--- src/rtl/serial_add_pkg.sv ---
// serial_add_pkg: shared state encoding and default width for the bit-serial adder
package serial_add_pkg;
  typedef enum logic [1:0] {ST_IDLE, ST_RUN, ST_DONE} state_t;
  localparam int DEF_WIDTH = 8;
endpackage

--- src/rtl/full_add.sv ---
// full_add: one-bit full-adder cell
module full_add (
  input  logic a_i,
  input  logic b_i,
  input  logic cin_i,
  output logic sum_o,
  output logic carry_o
);
  assign sum_o   = a_i ^ b_i ^ cin_i;
  assign carry_o = (a_i & b_i) | (cin_i & (a_i ^ b_i));
endmodule

--- src/rtl/serial_add_ctrl.sv ---
// serial_add_ctrl: bit-serial adder, one full-adder cell stepped LSB first over WIDTH bits
module serial_add_ctrl
  import serial_add_pkg::*;
#(
  parameter  int WIDTH = DEF_WIDTH,
  localparam int CNT_W = $clog2(WIDTH)
) (
  input  logic             clk,
  input  logic             rst_n,
  input  logic             in_valid,
  output logic             in_ready,
  input  logic [WIDTH-1:0] a,
  input  logic [WIDTH-1:0] b,
  input  logic             cin,
  output logic             out_valid,
  input  logic             out_ready,
  output logic [WIDTH-1:0] sum,
  output logic             cout,
  output logic             ovf,
  output logic             busy
);
  localparam logic [CNT_W-1:0] LAST = CNT_W'(WIDTH - 1);
  state_t           state_q, state_d;
  logic [WIDTH-1:0] a_q, a_d, b_q, b_d, ssr_q, ssr_d, sum_q, sum_d;
  logic [CNT_W-1:0] cnt_q, cnt_d;
  logic             c_q, c_d, cout_q, cout_d, ovf_q, ovf_d;
  logic             fa_s, fa_c;
  full_add u_fa (.a_i(a_q[0]), .b_i(b_q[0]), .cin_i(c_q), .sum_o(fa_s), .carry_o(fa_c));
  always_comb begin
    state_d = state_q;
    a_d     = a_q;
    b_d     = b_q;
    ssr_d   = ssr_q;
    sum_d   = sum_q;
    cnt_d   = cnt_q;
    c_d     = c_q;
    cout_d  = cout_q;
    ovf_d   = ovf_q;
    case (state_q)
      ST_IDLE: if (in_valid) begin
        a_d     = a;
        b_d     = b;
        c_d     = cin;
        cnt_d   = '0;
        state_d = ST_RUN;
      end
      ST_RUN: begin
        ssr_d = {fa_s, ssr_q[WIDTH-1:1]};
        a_d   = a_q >> 1;
        b_d   = b_q >> 1;
        c_d   = fa_c;
        cnt_d = (cnt_q == LAST) ? '0 : cnt_q + 1'b1;
        // c_q here is the carry into the MSB, so this is the signed overflow
        if (cnt_q == LAST) begin
          ovf_d   = c_q ^ fa_c;
          cout_d  = fa_c;
          sum_d   = {fa_s, ssr_q[WIDTH-1:1]};
          state_d = ST_DONE;
        end
      end
      ST_DONE: state_d = out_ready ? ST_IDLE : ST_DONE;
      default: state_d = ST_IDLE;
    endcase
  end
  always_ff @(posedge clk or negedge rst_n) begin
    if (!rst_n) begin
      state_q <= ST_IDLE;
      a_q     <= '0;
      b_q     <= '0;
      ssr_q   <= '0;
      sum_q   <= '0;
      cnt_q   <= '0;
      c_q     <= 1'b0;
      cout_q  <= 1'b0;
      ovf_q   <= 1'b0;
    end else begin
      state_q <= state_d;
      a_q     <= a_d;
      b_q     <= b_d;
      ssr_q   <= ssr_d;
      sum_q   <= sum_d;
      cnt_q   <= cnt_d;
      c_q     <= c_d;
      cout_q  <= cout_d;
      ovf_q   <= ovf_d;
    end
  end
  assign in_ready  = state_q == ST_IDLE;
  assign out_valid = state_q == ST_DONE;
  assign busy      = state_q != ST_IDLE;
  assign sum       = sum_q;
  assign cout      = cout_q;
  assign ovf       = ovf_q;
endmodule
--- config.mk ---
export PLATFORM = sky130hd
export DESIGN_NAME = serial_add_ctrl
export DESIGN_NICKNAME = d
export VERILOG_FILES = /design/src/rtl/serial_add_pkg.sv /design/src/rtl/full_add.sv /design/src/rtl/serial_add_ctrl.sv
export SDC_FILE = /design/constraint.sdc
export NUM_CORES = 1
export LEC_CHECK = 0
export ABC_AREA = 1
export CORE_MARGIN = 2
export CORE_UTILIZATION = 55
export DETAILED_ROUTE_END_ITERATION = 10
export GPL_TIMING_DRIVEN = 1
export PLACE_DENSITY = 0.83
export SKIP_CTS_REPAIR_TIMING = 1
export SLEW_MARGIN = 40
export SYNTH_ARGS = -nofsm -noshare
export SYNTH_HDL_FRONTEND = slang
export SYNTH_HIERARCHICAL = 1
export SYNTH_SLANG_ARGS = --single-unit
--- constraint.sdc ---
create_clock -name clk -period 2.5 [get_ports clk]
set_input_delay 0.375 -clock clk [delete_from_list [all_inputs] [get_ports clk]]
set_output_delay 0.375 -clock clk [all_outputs]
set_load 0.005 [all_outputs]
Word-level counts from Yosys, hierarchy flattened
Cells that the tools add are included.
{"block": "totals", "register_bits": 40, "in_bits": 21, "out_inout_bits": 13, "word_cells": 40}
{"block": "op_classes", "addsub": 1, "eq_ne": 5, "muxes": 13, "n_bitwise": 6, "n_reduce_logical": 6}
{"op": "one-hot mux 8 bit (2 select lines)", "n": 2}
{"op": "2-to-1 mux 8 bit", "n": 2}
{"op": "2-to-1 mux 2 bit", "n": 3}
{"op": "2-to-1 mux 3 bit", "n": 2}
{"op": "one-hot mux 2 bit (3 select lines)", "n": 1}
{"op": "one-hot mux 3 bit (2 select lines)", "n": 1}
{"op": "AND reduction 2 bit", "n": 3}
{"op": "!= test 2 bit (second input constant)", "n": 2}
{"op": "nonzero test 2 bit", "n": 2}
{"op": "adder 3 x 1 -> 3 bit (second input constant)", "n": 1}
{"op": "equality test 3 bit (second input constant)", "n": 1}
{"op": "XOR 1 bit", "n": 3}
{"op": "AND 1 bit", "n": 2}
{"op": "equality test 2 x 1 -> 1 bit (second input constant)", "n": 1}
{"op": "equality test 2 bit (second input constant)", "n": 1}
{"op": "logical NOT 2 bit", "n": 1}
{"op": "one-hot mux 1 bit (2 select lines)", "n": 1}
{"op": "2-to-1 mux 1 bit", "n": 1}
{"op": "bitwise OR 1 bit", "n": 1}

Depth between registers and ports, before layout
Gate-level depths: netlist of run 1.
{"block": "depth", "depth_word": 4, "ltp_mapped": 6, "depth_no_buf": 6}

Hierarchy
The synthesis of run 1 kept the hierarchy.
{"mod": "serial_add_ctrl", "n_inst": 1, "cells_each": 226, "area_each_um2": 1840.5, "seq_area_each_um2": 975.9}
{"mod": "full_add", "n_inst": 1, "cells_each": 1, "area_each_um2": 20.0, "seq_area_each_um2": 0.0}

Least setup slack after synthesis of run 1
OpenSTA, ideal clock, no wires.
{"block": "synth_timing", "path_type": "register to output", "startpoint": "register state_q[0]", "endpoint": "output busy", "arrival_ps": 873, "t_required_ps": 2125, "setup_slack_ps": 1252, "stages_incl_launch_ff": 4, "n_path_buf": 1, "cell_sequence": "dfrtp_1 > buf_4 > nor2_1 > inv_1"}
{"block": "synth_between", "elab_chain_cells": 1}
{"element": "start, declared", "line": "serial_add_ctrl.sv:23", "rtl": "state_t state_q, state_d;"}
{"element": "start signal, assigned", "line": "serial_add_ctrl.sv:77", "rtl": "state_q <= state_d;"}
{"element": "nonzero test 2 bit", "line": "serial_add_ctrl.sv:90", "rtl": "assign busy = state_q != ST_IDLE;"}
{"element": "end, declared", "line": "serial_add_ctrl.sv:20", "rtl": "output logic busy"}
No other way between the ends.

Worst setup path after layout of run 1
{"block": "layout_timing", "startpoint": "register state_q[0]", "endpoint": "output in_ready"}
{"block": "layout_between", "elab_chain_cells": 1}
{"element": "logical NOT 2 bit", "line": "serial_add_ctrl.sv:88", "rtl": "assign in_ready = state_q == ST_IDLE;"}
{"element": "end, declared", "line": "serial_add_ctrl.sv:11", "rtl": "output logic in_ready,"}
No other way between the ends.

==> impl_metrics.toml, run 1 <==
[clock_network]
htreeDepth = 2
cts_sinks = 39
clk_pin_slew_ns = 0.11
insertion_delay_ns = 0.35
clock_path_buffers = 2
cts_tree = "built"
cts_root_buffer = "clkbuf_4"
cts_made_buffers = 5

[routing]
post_drt_via_cell_ratio = 4.752
first_pass_iters = 4
vias = 1459
drt_iter0_markers = 84
totalWireLength_um = 3297
drc = 0
ant_nets = 0
wl_per_cell_um = 10.74

[die]
core_area_mm2 = 0.003284
initial_core_util_pct = 56.65
die_h_um = 62.16
rows = 21
dieArea_mm2 = 0.003864
ios = 34
fp.dieW_um = 62.16

[worst_setup_path]
setup.worst_path.class = "register to output pin"
critPathLaunchType = "register"
worstPathArrival_ns = 1.76
worstPathCellList = "nor2_1 -> clkdlybuf4s50_1"
required_ns = 2.12
cp_max_fo = 12
cp_slowest_cell = "clkdlybuf4s50_1"
end_kind = "output pin"
max_stage_delay_ns = 0.56

[synth]
synth_cells = 227
synth-compound-area-share_pct = 7.397
synth_edf_count = 0
synth_seq_cells = 39
synth_mux_area_share_pct = 0
synth_fa_ha_area_share_pct = 2.421
yosys.area_share.simple_pct = 25.22
synth_fp_nets = 251
yosysMostFrequentCell = "nand2_1"
synth_warnings = 6
synth_area_per_cell_um2 = 8.196
yosysTopAreaCellShare_pct = 52.45
synthDistinctLibCells = 18
yosys_most_used_dff = "dfrtp_1"
synth_common_cells = "90 x nand2_1, 39 x dfrtp_1, 39 x inv_1"
synth-async-reset-ratio_pct = 100.0
synth_top_family_by_area = "simple AND/OR/NAND/NOR gates"
netlist.top_cell.by_area = "dfrtp_1"
ys_seq_area_share_pct = 52.45
synth.cell_area_mm2 = 0.001861
synth_xor_area_share_pct = 0.4707
synth.area.top_cells = "dfrtp_1 52%, nand2_1 18%, inv_1 7.9%"

[timing]
grt_setup_unrepaired = "no"
hold_viol_final = 39
tightest_slew_ns = 0.6868
fin_crit_ns = 2.133
min_period_over_period_pct = 85.32
fin_hold_ws_ns = -0.02516
clock.fmax_ghz = 0.4688
slew-limit-headroom_pct = 54.21
setup_viol = 0
slew_viol_final = 0
fin_ws_ns = 0.3671
fin_skew_ns = 0.008811
fin_setup_tns_ns = 0

[run_status]
outcome = "complete, but fails checks"
violations = "negative hold slack"

[global_routing]
grt_pass1_wl_um = 6065
first_global_vias = 1430
grt_max_degree = 40
overflow = 0
antenna_found_initial = 0
track_usage_pct = 19.72

[power]
p_per_area_mw_per_mm2 = 1123
irDropWorstVdd_mv = 0.5259
power_leakage_nw = 1.199
power_mw = 2.524

[place]
place_congestion = 0.7725
post-dp-hpwl_um = 2317
io_buffers = 33
place_ws_ns = 0.7405

[final_layout]
diodes = 0
synthToLayoutAreaGrowth_pct = 20.78
finalNetCount = 285
final_core_util_pct = 68.42
nFillCells = 274
drive_gt1_share_pct = 9.195

[job]
drv_cap = 0

[min_path]
hold_class = "primary input to async pin"
## placed cells by master, fill, tap and decap left out
cell	Yosys	layout
xor2_1	1	1
clkinv_2	0	1
clkdlybuf4s50_1	0	32
nand2_4	1	1
inv_2	2	2
nand2_2	2	2
nand3_1	17	17
buf_4	2	3
dfrtp_1	39	39
clkbuf_4	0	5
clkbuf_8	0	1
o31ai_1	1	1
o21ai_2	8	8
nor2_1	3	3
inv_1	39	39
nor2_4	1	1
ha_1	2	2
fa_1	1	1
o21ai_0	12	12
nand2_1	90	90
## per-stage QoR
step | area (um^2) | std cells | hold slack (ns)
after floorplan | 1861 | 227 | 0.07941
after global placement | 2188 | 300 | 0.4588
after detailed placement | 2191 | 300 | 0.3719
after CTS | 2247 | 307 | -0.01497
after global routing | 2247 | 307 | 0.001481
final | 2247 | 307 | -0.02516
## per-layer routing
layer	up-vias	global-route usage (%)	share of wire, %
met2	34	32.47	48
li1	741	-	-
met1	679	24.97	46
met4	0	7.500	1.7
met5	-	0	0
met3	5	5.435	4.4
## critical path: cells and delay by family, from the launching register on
family	cells	cell delay [ns]
buffers and inverters	1	0.56
DFF	1	0.54
and+or+nand+nor	1	0.32
## registers in the layout, summed over array words and instances (netlist names)
signal,cells
ovf,1
cout,1
cnt_q,3
a_q,8
sum,8
b_q,8
state_q,2
c_q,1
ssr_q,7
## final timing paths
kind	from	to	slack, ns	cells after the start
hold / removal	rst_n	b_q[0]$_DFFE_PN0P_	-0.03	1
setup reg to reg	state_q[0]$_DFFE_PN0P_	sum[0]$_DFFE_PN0P_	0.84	6
hold reg to reg	sum[4]$_DFFE_PN0P_	sum[4]$_DFFE_PN0P_	0.49	2
min in group clk	sum[4]$_DFFE_PN0P_	sum[4]$_DFFE_PN0P_	0.49	2
max in group asynchronous	rst_n	a_q[3]$_DFFE_PN0P_	2.20	1
setup / recovery	state_q[0]$_DFFE_PN0P_	in_ready	0.37	2
## power by group
group | internal [mW] | switching [mW]
Clock | 0.130 | 0.201
Combinational | 0.487 | 0.607
Sequential | 0.916 | 0.182
## cell type report
cell class                      count  area (um^2)  share of cell area [%]
Clock buffer                        6        51.30                   2.283
Clock inverter                      1        5.005                  0.2227
Inverter                           41        153.9                   6.849
Multi-Input combinational cell    139        660.6                   29.40
Sequential cell                    39        975.9                   43.43
Tap cell                           46        57.56                   2.561
Timing Repair Buffer               35        342.8                   15.26
## kinds of logic after synthesis
group                      after synthesis
and+or+nand+nor                        114
adders and majority gates                3
buffers and inverters                   49
xor gates and xnor gates                 1
AOI/OAI and AO/OA                       21
DFF                                     39
(Power assumes the default switching activity.)
==> run 2, diff against run 1 <==
--- a/config.mk
+++ b/config.mk
@@ -8,6 +8,7 @@
 export ABC_AREA = 1
 export CORE_MARGIN = 2
 export CORE_UTILIZATION = 55
+export CTS_CLUSTER_DIAMETER = 50
 export DETAILED_ROUTE_END_ITERATION = 10
 export GPL_TIMING_DRIVEN = 1
 export PLACE_DENSITY = 0.83
==> results of run 2 <==
No change in the layout: final DEF, timing and power equal those of run 1.
==> run 3, diff against run 2 <==
--- a/config.mk
+++ b/config.mk
@@ -7,11 +7,10 @@
 export LEC_CHECK = 0
 export ABC_AREA = 1
 export CORE_MARGIN = 2
-export CORE_UTILIZATION = 55
+export CORE_UTILIZATION = 40
 export CTS_CLUSTER_DIAMETER = 50
 export DETAILED_ROUTE_END_ITERATION = 10
 export GPL_TIMING_DRIVEN = 1
-export PLACE_DENSITY = 0.83
 export SKIP_CTS_REPAIR_TIMING = 1
 export SLEW_MARGIN = 40
 export SYNTH_ARGS = -nofsm -noshare
==> run 3 against run 2 <==
  * The run now ends clean
  * Final cell count up 2.3%
  * Combinational power hardly changed
  * Largest cell class unchanged
  * Routed wire length up 2.9%
  * Clock skew decreased by 0.00053 ns
  * Register-to-register slack better by 0.10 ns
  * Count of clock-buffer cells in the layout is 1 lower
  * First-iteration DRC count decreased by 20%
  * Sequential cell count did not move
==> impl_metrics.toml, run 3 (synthesis gave the netlist of run 1 again) <==
[routing]
drc = 0
vias = 1438
ant_nets = 0
drt_iter0_markers = 67
first_pass_iters = 4
wl_per_cell_um = 10.80
post_drt_via_cell_ratio = 4.580
totalWireLength_um = 3391

[timing]
slew_viol_final = 0
hold_viol_final = 0
fin_setup_tns_ns = 0
grt_setup_unrepaired = "no"
clock.fmax_ghz = 0.5207
slew-limit-headroom_pct = 51.19
min_period_over_period_pct = 76.83
fin_crit_ns = 1.921
tightest_slew_ns = 0.7320
fin_skew_ns = 0.008281
setup_viol = 0

[power]
power_leakage_nw = 1.223
p_per_area_mw_per_mm2 = 1175
irDropWorstVdd_mv = 0.4581

[final_layout]
synthToLayoutAreaGrowth_pct = 24.21
drive_gt1_share_pct = 9.542
diodes = 0
layout_commonest_cell = "nand2_1"
final_core_util_pct = 52.35
mostFrequentLayoutCells = "90 x nand2_1, 39 x inv_1, 39 x dfrtp_1"
finalNetCount = 285

[worst_setup_path]
cp_max_fo = 20
end_kind = "output pin"
required_ns = 2.12
critPathLaunchType = "register"
ff2ff_path_depth = 4
worstPathCellList = "buf_4 -> nor2_1 -> clkdlybuf4s50_1"
cp_slowest_cell = "clkdlybuf4s50_1"
rr_startpoint = "state_q[0]$_DFFE_PN0P_"
setup.worst_path.class = "register to output pin"
worstPathArrival_ns = 1.55
max_stage_delay_ns = 0.50
setup.reg_to_reg.worst_slack_ns = 0.94
rr_endpoint = "c_q$_DFFE_PN0P_"

[die]
initial_core_util_pct = 42.15
dieArea_mm2 = 0.005213
ios = 34
fp.dieW_um = 72.20
die_h_um = 72.20
core_area_mm2 = 0.004414
rows = 24

[run_status]
outcome = "complete, no violations"

[clock_network]
cts_tree = "built"
insertion_delay_ns = 0.29
cts_root_buffer = "clkbuf_8"
clock_path_buffers = 2
cts_sinks = 39
htreeDepth = 2
clk_pin_slew_ns = 0.08
cts_made_buffers = 5

[global_routing]
grt_max_degree = 40
first_global_vias = 1352
antenna_found_initial = 0
overflow = 0
track_usage_pct = 15.34
grt_pass1_wl_um = 6258

[place]
place_congestion = 0.7614
post-dp-hpwl_um = 2294
io_buffers = 33

[min_path]
hold_class = "primary input to async pin"

[job]
drv_cap = 0
[run 3: how the worst max path moves through the flow]
stage / start / endpoint / slack [ns] / cells after the start
5_1_grt: state_q[0]$_DFFE_PN0P_ / out_valid / 0.48 / 3
6_report: state_q[0]$_DFFE_PN0P_ / out_valid / 0.58 / 3
4_1_cts: state_q[0]$_DFFE_PN0P_ / out_valid / 0.57 / 3
2_1_floorplan: state_q[0]$_DFFE_PN0P_ / busy / 1.25 / 3
3_3_place_gp: in_valid / cnt_q[1]$_DFFE_PN0P_ / 0.77 / 4
3_5_place_dp: in_valid / b_q[2]$_DFFE_PN0P_ / 0.72 / 4
[run 3: worst max-delay path, delay by kind of cell (launching register included)]
kind                   cells  cell delay, ns
buffers and inverters      2            0.72
DFF                        1            0.41
and+or+nand+nor            1            0.12
[run 3: cell type report]
cell class	instances	area, um^2
clock buffers	5	68.82
clock inverters	3	43.79
fillers	425	2103
inverters	41	153.9
multi-input cells	139	660.6
flip-flops and latches	39	975.9
well taps	52	65.06
repair buffers	35	342.8
[run 3: through the flow]
stage	total power [mW]	hold slack [ns]	cell area, um^2	setup WS (ns)	std cells
floorplan	1.877	0.07941	1861	1.252	227
global placement	2.195	0.4627	2196	0.7730	306
detailed placement	2.218	0.3792	2198	0.7246	306
CTS	2.757	0.05716	2311	0.5658	314
global route	3.000	0.08088	2311	0.4845	314
finish	2.715	0.04225	2311	0.5794	314
[run 3: layer usage]
layer  track usage [%]  vias to the layer above  part of all wire (%)
li1                  -                      745                     -
met1             21.58                      652                    51
met2             23.24                       36                    43
met3             4.306                        5                   5.4
met4             4.403                        0                   1.3
met5                 0                        -                     0
[run 3: report_power, final]
part	switching [mW]	total [mW]	internal, mW
Combinational	0.629	1.12	0.488
Clock	0.228	0.525	0.297
Sequential	0.155	1.07	0.918
Total	1.01	2.72	1.70
